===== config.mk =====
export PLATFORM = sky130hd
export DESIGN_NAME = uart_receive
export DESIGN_NICKNAME = d
export VERILOG_FILES = /design/src/rtl/uart_receive.sv
export SDC_FILE = /design/constraint.sdc
export NUM_CORES = 1
export LEC_CHECK = 0
export CAP_MARGIN = 10
export CORE_ASPECT_RATIO = 1.1
export CORE_MARGIN = 1
export CORE_UTILIZATION = 25
export DETAILED_ROUTE_END_ITERATION = 7
export DONT_BUFFER_PORTS = 1
export PLACE_DENSITY = 0.41
export SLEW_MARGIN = 30
export SYNTH_ARGS = -nofsm -noshare
export SYNTH_HDL_FRONTEND = slang
export SYNTH_SLANG_ARGS = --single-unit

===== constraint.sdc =====
create_clock -name clk_i -period 2.2 [get_ports clk_i]
set_clock_uncertainty 0.05 [all_clocks]
set_input_delay 0.33 -clock clk_i [delete_from_list [all_inputs] [get_ports clk_i]]
set_output_delay 0.33 -clock clk_i [all_outputs]
set_load 0.03 [all_outputs]

===== src/rtl/uart_receive.sv =====
// UART receiver: 16x-oversampled start/8-data/optional-parity/stop framing,
// one-entry holding register with rxne/pe/fe/ovr status and rc pulse.
module uart_receive #(
   parameter int OVERSAMPLE  = 16,
   parameter int SYNC_STAGES = 2
) (
   input  logic       clk_i,
   input  logic       rst_i,
   input  logic       rx_i,
   input  logic [5:0] uart_cr_i,
   input  logic       baud16_tick_i,
   output logic       baudgenerator_en_o,
   input  logic       read_i,
   output logic [7:0] data_o,
   output logic       rxne_o,
   output logic       rc_o,
   output logic       pe_o,
   output logic       fe_o,
   output logic       ovr_o,
   output logic       busy_o
);

   localparam int TW = $clog2(OVERSAMPLE);

   typedef enum logic [2:0] {IDLE, START, DATA, PARITY, STOP} state_t;

   state_t                 state_q, state_d;
   logic [SYNC_STAGES-1:0] sync_q, sync_d;
   logic [TW-1:0]          tick_cnt_q, tick_cnt_d;
   logic [2:0]             bit_cnt_q, bit_cnt_d;
   logic [7:0]             shift_q, shift_d;
   logic                   pce_q, pce_d, ps_q, ps_d, par_q, par_d;
   logic [7:0]             data_q, data_d;
   logic                   rxne_q, rxne_d, rc_q, rc_d;
   logic                   pe_q, pe_d, fe_q, fe_d, ovr_q, ovr_d;

   logic rx_s, mid_start, mid_bit, complete, ferr, perr;

   assign rx_s      = sync_q[SYNC_STAGES-1];
   assign mid_start = baud16_tick_i && (tick_cnt_q == TW'(OVERSAMPLE/2 - 1));
   assign mid_bit   = baud16_tick_i && (tick_cnt_q == TW'(OVERSAMPLE - 1));
   // Parity is only meaningful when it was enabled at frame start.
   assign perr      = pce_q & ((^shift_q ^ par_q) != ps_q);

   // Frame sequencer plus holding-register / status update.
   always_comb begin
      state_d    = state_q;
      sync_d     = {sync_q[SYNC_STAGES-2:0], rx_i};
      tick_cnt_d = tick_cnt_q;
      bit_cnt_d  = bit_cnt_q;
      shift_d    = shift_q;
      pce_d      = pce_q;
      ps_d       = ps_q;
      par_d      = par_q;
      data_d     = data_q;
      rxne_d     = rxne_q;
      rc_d       = 1'b0;
      pe_d       = pe_q;
      fe_d       = fe_q;
      ovr_d      = ovr_q;
      complete   = 1'b0;
      ferr       = 1'b0;

      if (baud16_tick_i && state_q != IDLE)
         tick_cnt_d = tick_cnt_q + TW'(1);

      case (state_q)
         IDLE: begin
            // Ticks in IDLE are never counted; the frame clock starts at 0.
            tick_cnt_d = '0;
            pce_d      = uart_cr_i[4];
            ps_d       = uart_cr_i[5];
            if (!rx_s) state_d = START;
         end
         START: begin
            if (mid_start) begin
               tick_cnt_d = '0;
               bit_cnt_d  = '0;
               state_d    = rx_s ? IDLE : DATA;
            end
         end
         DATA: begin
            if (mid_bit) begin
               shift_d   = {rx_s, shift_q[7:1]};
               bit_cnt_d = bit_cnt_q + 3'd1;
               if (bit_cnt_q == 3'd7) state_d = pce_q ? PARITY : STOP;
            end
         end
         PARITY: begin
            if (mid_bit) begin
               par_d   = rx_s;
               state_d = STOP;
            end
         end
         STOP: begin
            // Leave at mid stop bit so a following start edge is not missed.
            if (mid_bit) begin
               complete = 1'b1;
               ferr     = !rx_s;
               state_d  = IDLE;
            end
         end
         default: state_d = IDLE;
      endcase

      if (complete) begin
         rc_d = 1'b1;
         if (!rxne_q || read_i) begin
            data_d = shift_q;
            pe_d   = perr;
            fe_d   = ferr;
            rxne_d = 1'b1;
            if (read_i) ovr_d = 1'b0;
         end else begin
            ovr_d = 1'b1;
         end
      end else if (read_i) begin
         ovr_d = 1'b0;
         if (rxne_q) begin
            rxne_d = 1'b0;
            pe_d   = 1'b0;
            fe_d   = 1'b0;
         end
      end
   end

   // State and datapath registers; synchroniser resets to line idle.
   always_ff @(posedge clk_i or posedge rst_i) begin
      if (rst_i) begin
         state_q    <= IDLE;
         sync_q     <= '1;
         tick_cnt_q <= '0;
         bit_cnt_q  <= '0;
         shift_q    <= '0;
         pce_q      <= 1'b0;
         ps_q       <= 1'b0;
         par_q      <= 1'b0;
         data_q     <= '0;
         rxne_q     <= 1'b0;
         rc_q       <= 1'b0;
         pe_q       <= 1'b0;
         fe_q       <= 1'b0;
         ovr_q      <= 1'b0;
      end else begin
         state_q    <= state_d;
         sync_q     <= sync_d;
         tick_cnt_q <= tick_cnt_d;
         bit_cnt_q  <= bit_cnt_d;
         shift_q    <= shift_d;
         pce_q      <= pce_d;
         ps_q       <= ps_d;
         par_q      <= par_d;
         data_q     <= data_d;
         rxne_q     <= rxne_d;
         rc_q       <= rc_d;
         pe_q       <= pe_d;
         fe_q       <= fe_d;
         ovr_q      <= ovr_d;
      end
   end

   assign busy_o             = (state_q != IDLE);
   assign baudgenerator_en_o = (state_q != IDLE);
   assign data_o             = data_q;
   assign rxne_o             = rxne_q;
   assign rc_o               = rc_q;
   assign pe_o               = pe_q;
   assign fe_o               = fe_q;
   assign ovr_o              = ovr_q;

endmodule


==> results.py <==
metrics = {
    "clocking": {
        "ctsResizeCount": 0,
        "cts_setup_buffers": 0,
        "cts_tree": "done",
        "htree_num_levels": 2,
        "clock_latency_ps": 290,
        "clk_pin_slew_ps": 80,
        "cts_sinks": 36,
        "numCtsBuffers": 5,
        "ctsHoldBuffers": 2,
        "cts_root_buffer": "clkbuf_8",
        "clock_path_buffers": 2,
    },
    "synth": {
        "ys_seq_elements": 36,
        "synth_edf_count": 0,
        "ys_warn_count": 0,
        "synth_area_leaders": "dfrtp_1 50%, mux2_4 7.0%, mux2_2 6.6%",
        "synth_top_area_share_pct": 49.7,
        "synth_top_flop_cell": "dfrtp_1",
        "avgSynthCellArea_um2": 12.6,
        "synth_top_area_cell": "dfrtp_1",
        "async_flop_share_pct": 100,
        "synthDistinctLibCells": 40,
        "syn-num-nets": 151,
        "syn_inst": 136,
        "mappedNetlistArea_um2": 1710,
        "ys_seq_area_share_pct": 52.8,
    },
    "floorplanning": {
        "rows": 31,
        "die_h_um": 88.8,
        "core_um2": 6590,
        "initial_core_util_pct": 26.0,
        "die_x_um": 80.9,
        "die_area_um2": 7180,
        "io_pins": 26,
    },
    "critical_path": {
        "setup.worst_path.class": "reg -> out",
        "cp-start-kind": "register",
        "cp_data_required_time_ps": 1820,
        "r2r_start": "tick_cnt_q[0]",
        "max_stage_delay_ps": 500,
        "cp.arrival_ps": 1390,
        "r2r_end": "pe_o",
        "regToRegSetupSlack_ps": 440,
        "cp_cell_sequence": "nor2_1, nand2_1, buf_4",
        "r2r_cells": 6,
        "endpoint_kind": "primary output",
        "crit_fanout": 12,
        "slowest_stage": "dfrtp_1",
        "setup.worst_path.end": "baudgenerator_en_o",
        "critPathLaunch": "state_q[0]",
    },
    "timing": {
        "fin_ws_ps": 433,
        "slew-limit-headroom_pct": 64.3,
        "finalMaxSlewViolations": 0,
        "hold_viol_final": 0,
        "fmax_mhz": 566,
        "tightest_slew_ps": 532,
        "post-route-min-period_ps": 1770,
        "grt_setup_unrepaired": "false",
        "setup_viol": 0,
        "setup_tns_ps": 0,
        "min_period_over_period_pct": 80.3,
    },
    "placed_design": {
        "dp_hpwl_mm": 2.24,
        "portBuffers": 0,
        "preCtsSetupSlack_ps": 415,
        "place.gp.congestion": 0.755,
    },
    "flow_run": {
        "drv_cap": 0,
    },
    "global_routing": {
        "gr-max-usage-layer": "met2",
        "grt_max_degree": 31,
        "grtUsageMet2_pct": 15.8,
        "antenna_found_initial": 0,
        "grt_pass1_wl_mm": 4.99,
        "grt.overflow.total": 0,
        "use_met1_pct": 10.7,
        "grt_use_met3_pct": 3.09,
        "grt_usage_pct": 9.26,
        "grt_pass1_vias": 1048,
    },
    "finish": {
        "layout_common_cells": "34 x dfrtp_1, 10 x mux2_2, 9 x nand2_1",
        "final_common_cell": "dfrtp_1",
        "diodes": 0,
        "drive_above_1_share_pct": 25.0,
        "seqCellArea_um2": 903,
        "fillers": 695,
        "fin_nets": 158,
        "multi_input_area_um2": 742,
        "syn_to_final_growth_pct": 12.9,
    },
    "route": {
        "first_pass_iters": 4,
        "vias": 1031,
        "routed_wl_mm": 3.08,
        "avgViaCountPerCell": 4.56,
        "detail-route-antenna-nets": 0,
        "wire_per_inst_um": 13.6,
        "drt_iter0_drc": 46,
        "drc": 0,
    },
    "outcome": {
        "status": "completed",
    },
    "power_and_ir_drop": {
        "p_leak_uw": 0.000906,
        "irDropWorstVdd_v": 0.000280,
        "power.density_nw_per_um2": 937,
    },
    "hold_path": {
        "min_path_type": "in -> reg",
    },
}
state kept, by name (all words and copies together) (netlist names):
name and flops:
bit_cnt_q 3, data_o 8, fe_o 1, ovr_o 1, par_q 1, pce_q 1, pe_o 1, ps_q 1
rc_o 1, rxne_o 1, shift_q 8, state_q 3, sync_q 2, tick_cnt_q 4
cell families after synthesis:
kind of cell             synth area share (%)
XOR/XNOR                                 6.43
adder cells (fa/ha/maj)                  2.92
flip-flops                               52.8
AND/OR/NAND/NOR                          11.6
buffers and inverters                    3.87
multiplexers                             15.9
AO/OA/AOI/OAI                            6.43
cells in the mapped netlist (all sizes together), types with 2 or more instances:
master / count
dfrtp: 34
mux2: 18
nand2: 11
nor2: 7
xnor2: 7
a21oi: 6
inv: 6
buf: 5
ha: 4
mux2i: 4
nor2b: 3
o21ai: 3
xor2: 3
dfstp: 2
nand3: 2
o2bb2ai: 2
critical path: cells and delay by family, from the launching register on:
| family | cells | cell delay, ps |
|---|---|---|
| buffers and inverters | 1 | 230 |
| DFF | 1 | 500 |
| and+or+nand+nor | 2 | 360 |
layout make-up:
cell class	count	share of cell area (%)
well taps	82	5.31
flip-flops and latches	36	46.8
repair buffers	6	2.59
inverters	6	1.17
multi-input cells	88	38.4
clock inverters	3	2.20
clock buffers	5	3.56
where the power goes:
group	internal [uW]	switching (uW)	total, uW
sequential	757	134	891
combinational	163	176	339
clock	335	244	579
total	1260	553	1810
routing by layer:
metal	wire length, um	vias to the layer above
met2	1560	25
li1	-	480
met4	34	0
met3	186	4
met5	0	-
met1	1300	522
worst min path at each step:
stage                     depth (start not counted)  slack, ps  startpoint         to
after detailed placement                          1        120       rst_i       rc_o
after floorplan                                   0        280        rx_i  sync_q[0]
after global placement                            1        120       rst_i     rxne_o
after CTS                                         1         40      read_i      ovr_o
after global routing                              1         40      read_i      ovr_o
final                                             1         50      read_i      ovr_o
metrics by stage:
| stage | utilization (%) | cells | hold slack [ps] | total power, uW | cell area [um^2] |
|---|---|---|---|---|---|
| floorplan | - | 136 | 284 | 1170 | 1710 |
| CTS | 29.3 | 226 | 38.8 | 1850 | 1930 |
| detailed placement | 27.3 | 216 | 118 | 1250 | 1800 |
| finish | 29.3 | 226 | 54.7 | 1810 | 1930 |
| global placement | 27.3 | 216 | 115 | 1220 | 1800 |
| global route | 29.3 | 226 | 44.6 | 1930 | 1930 |
(Power assumes the default switching activity.)
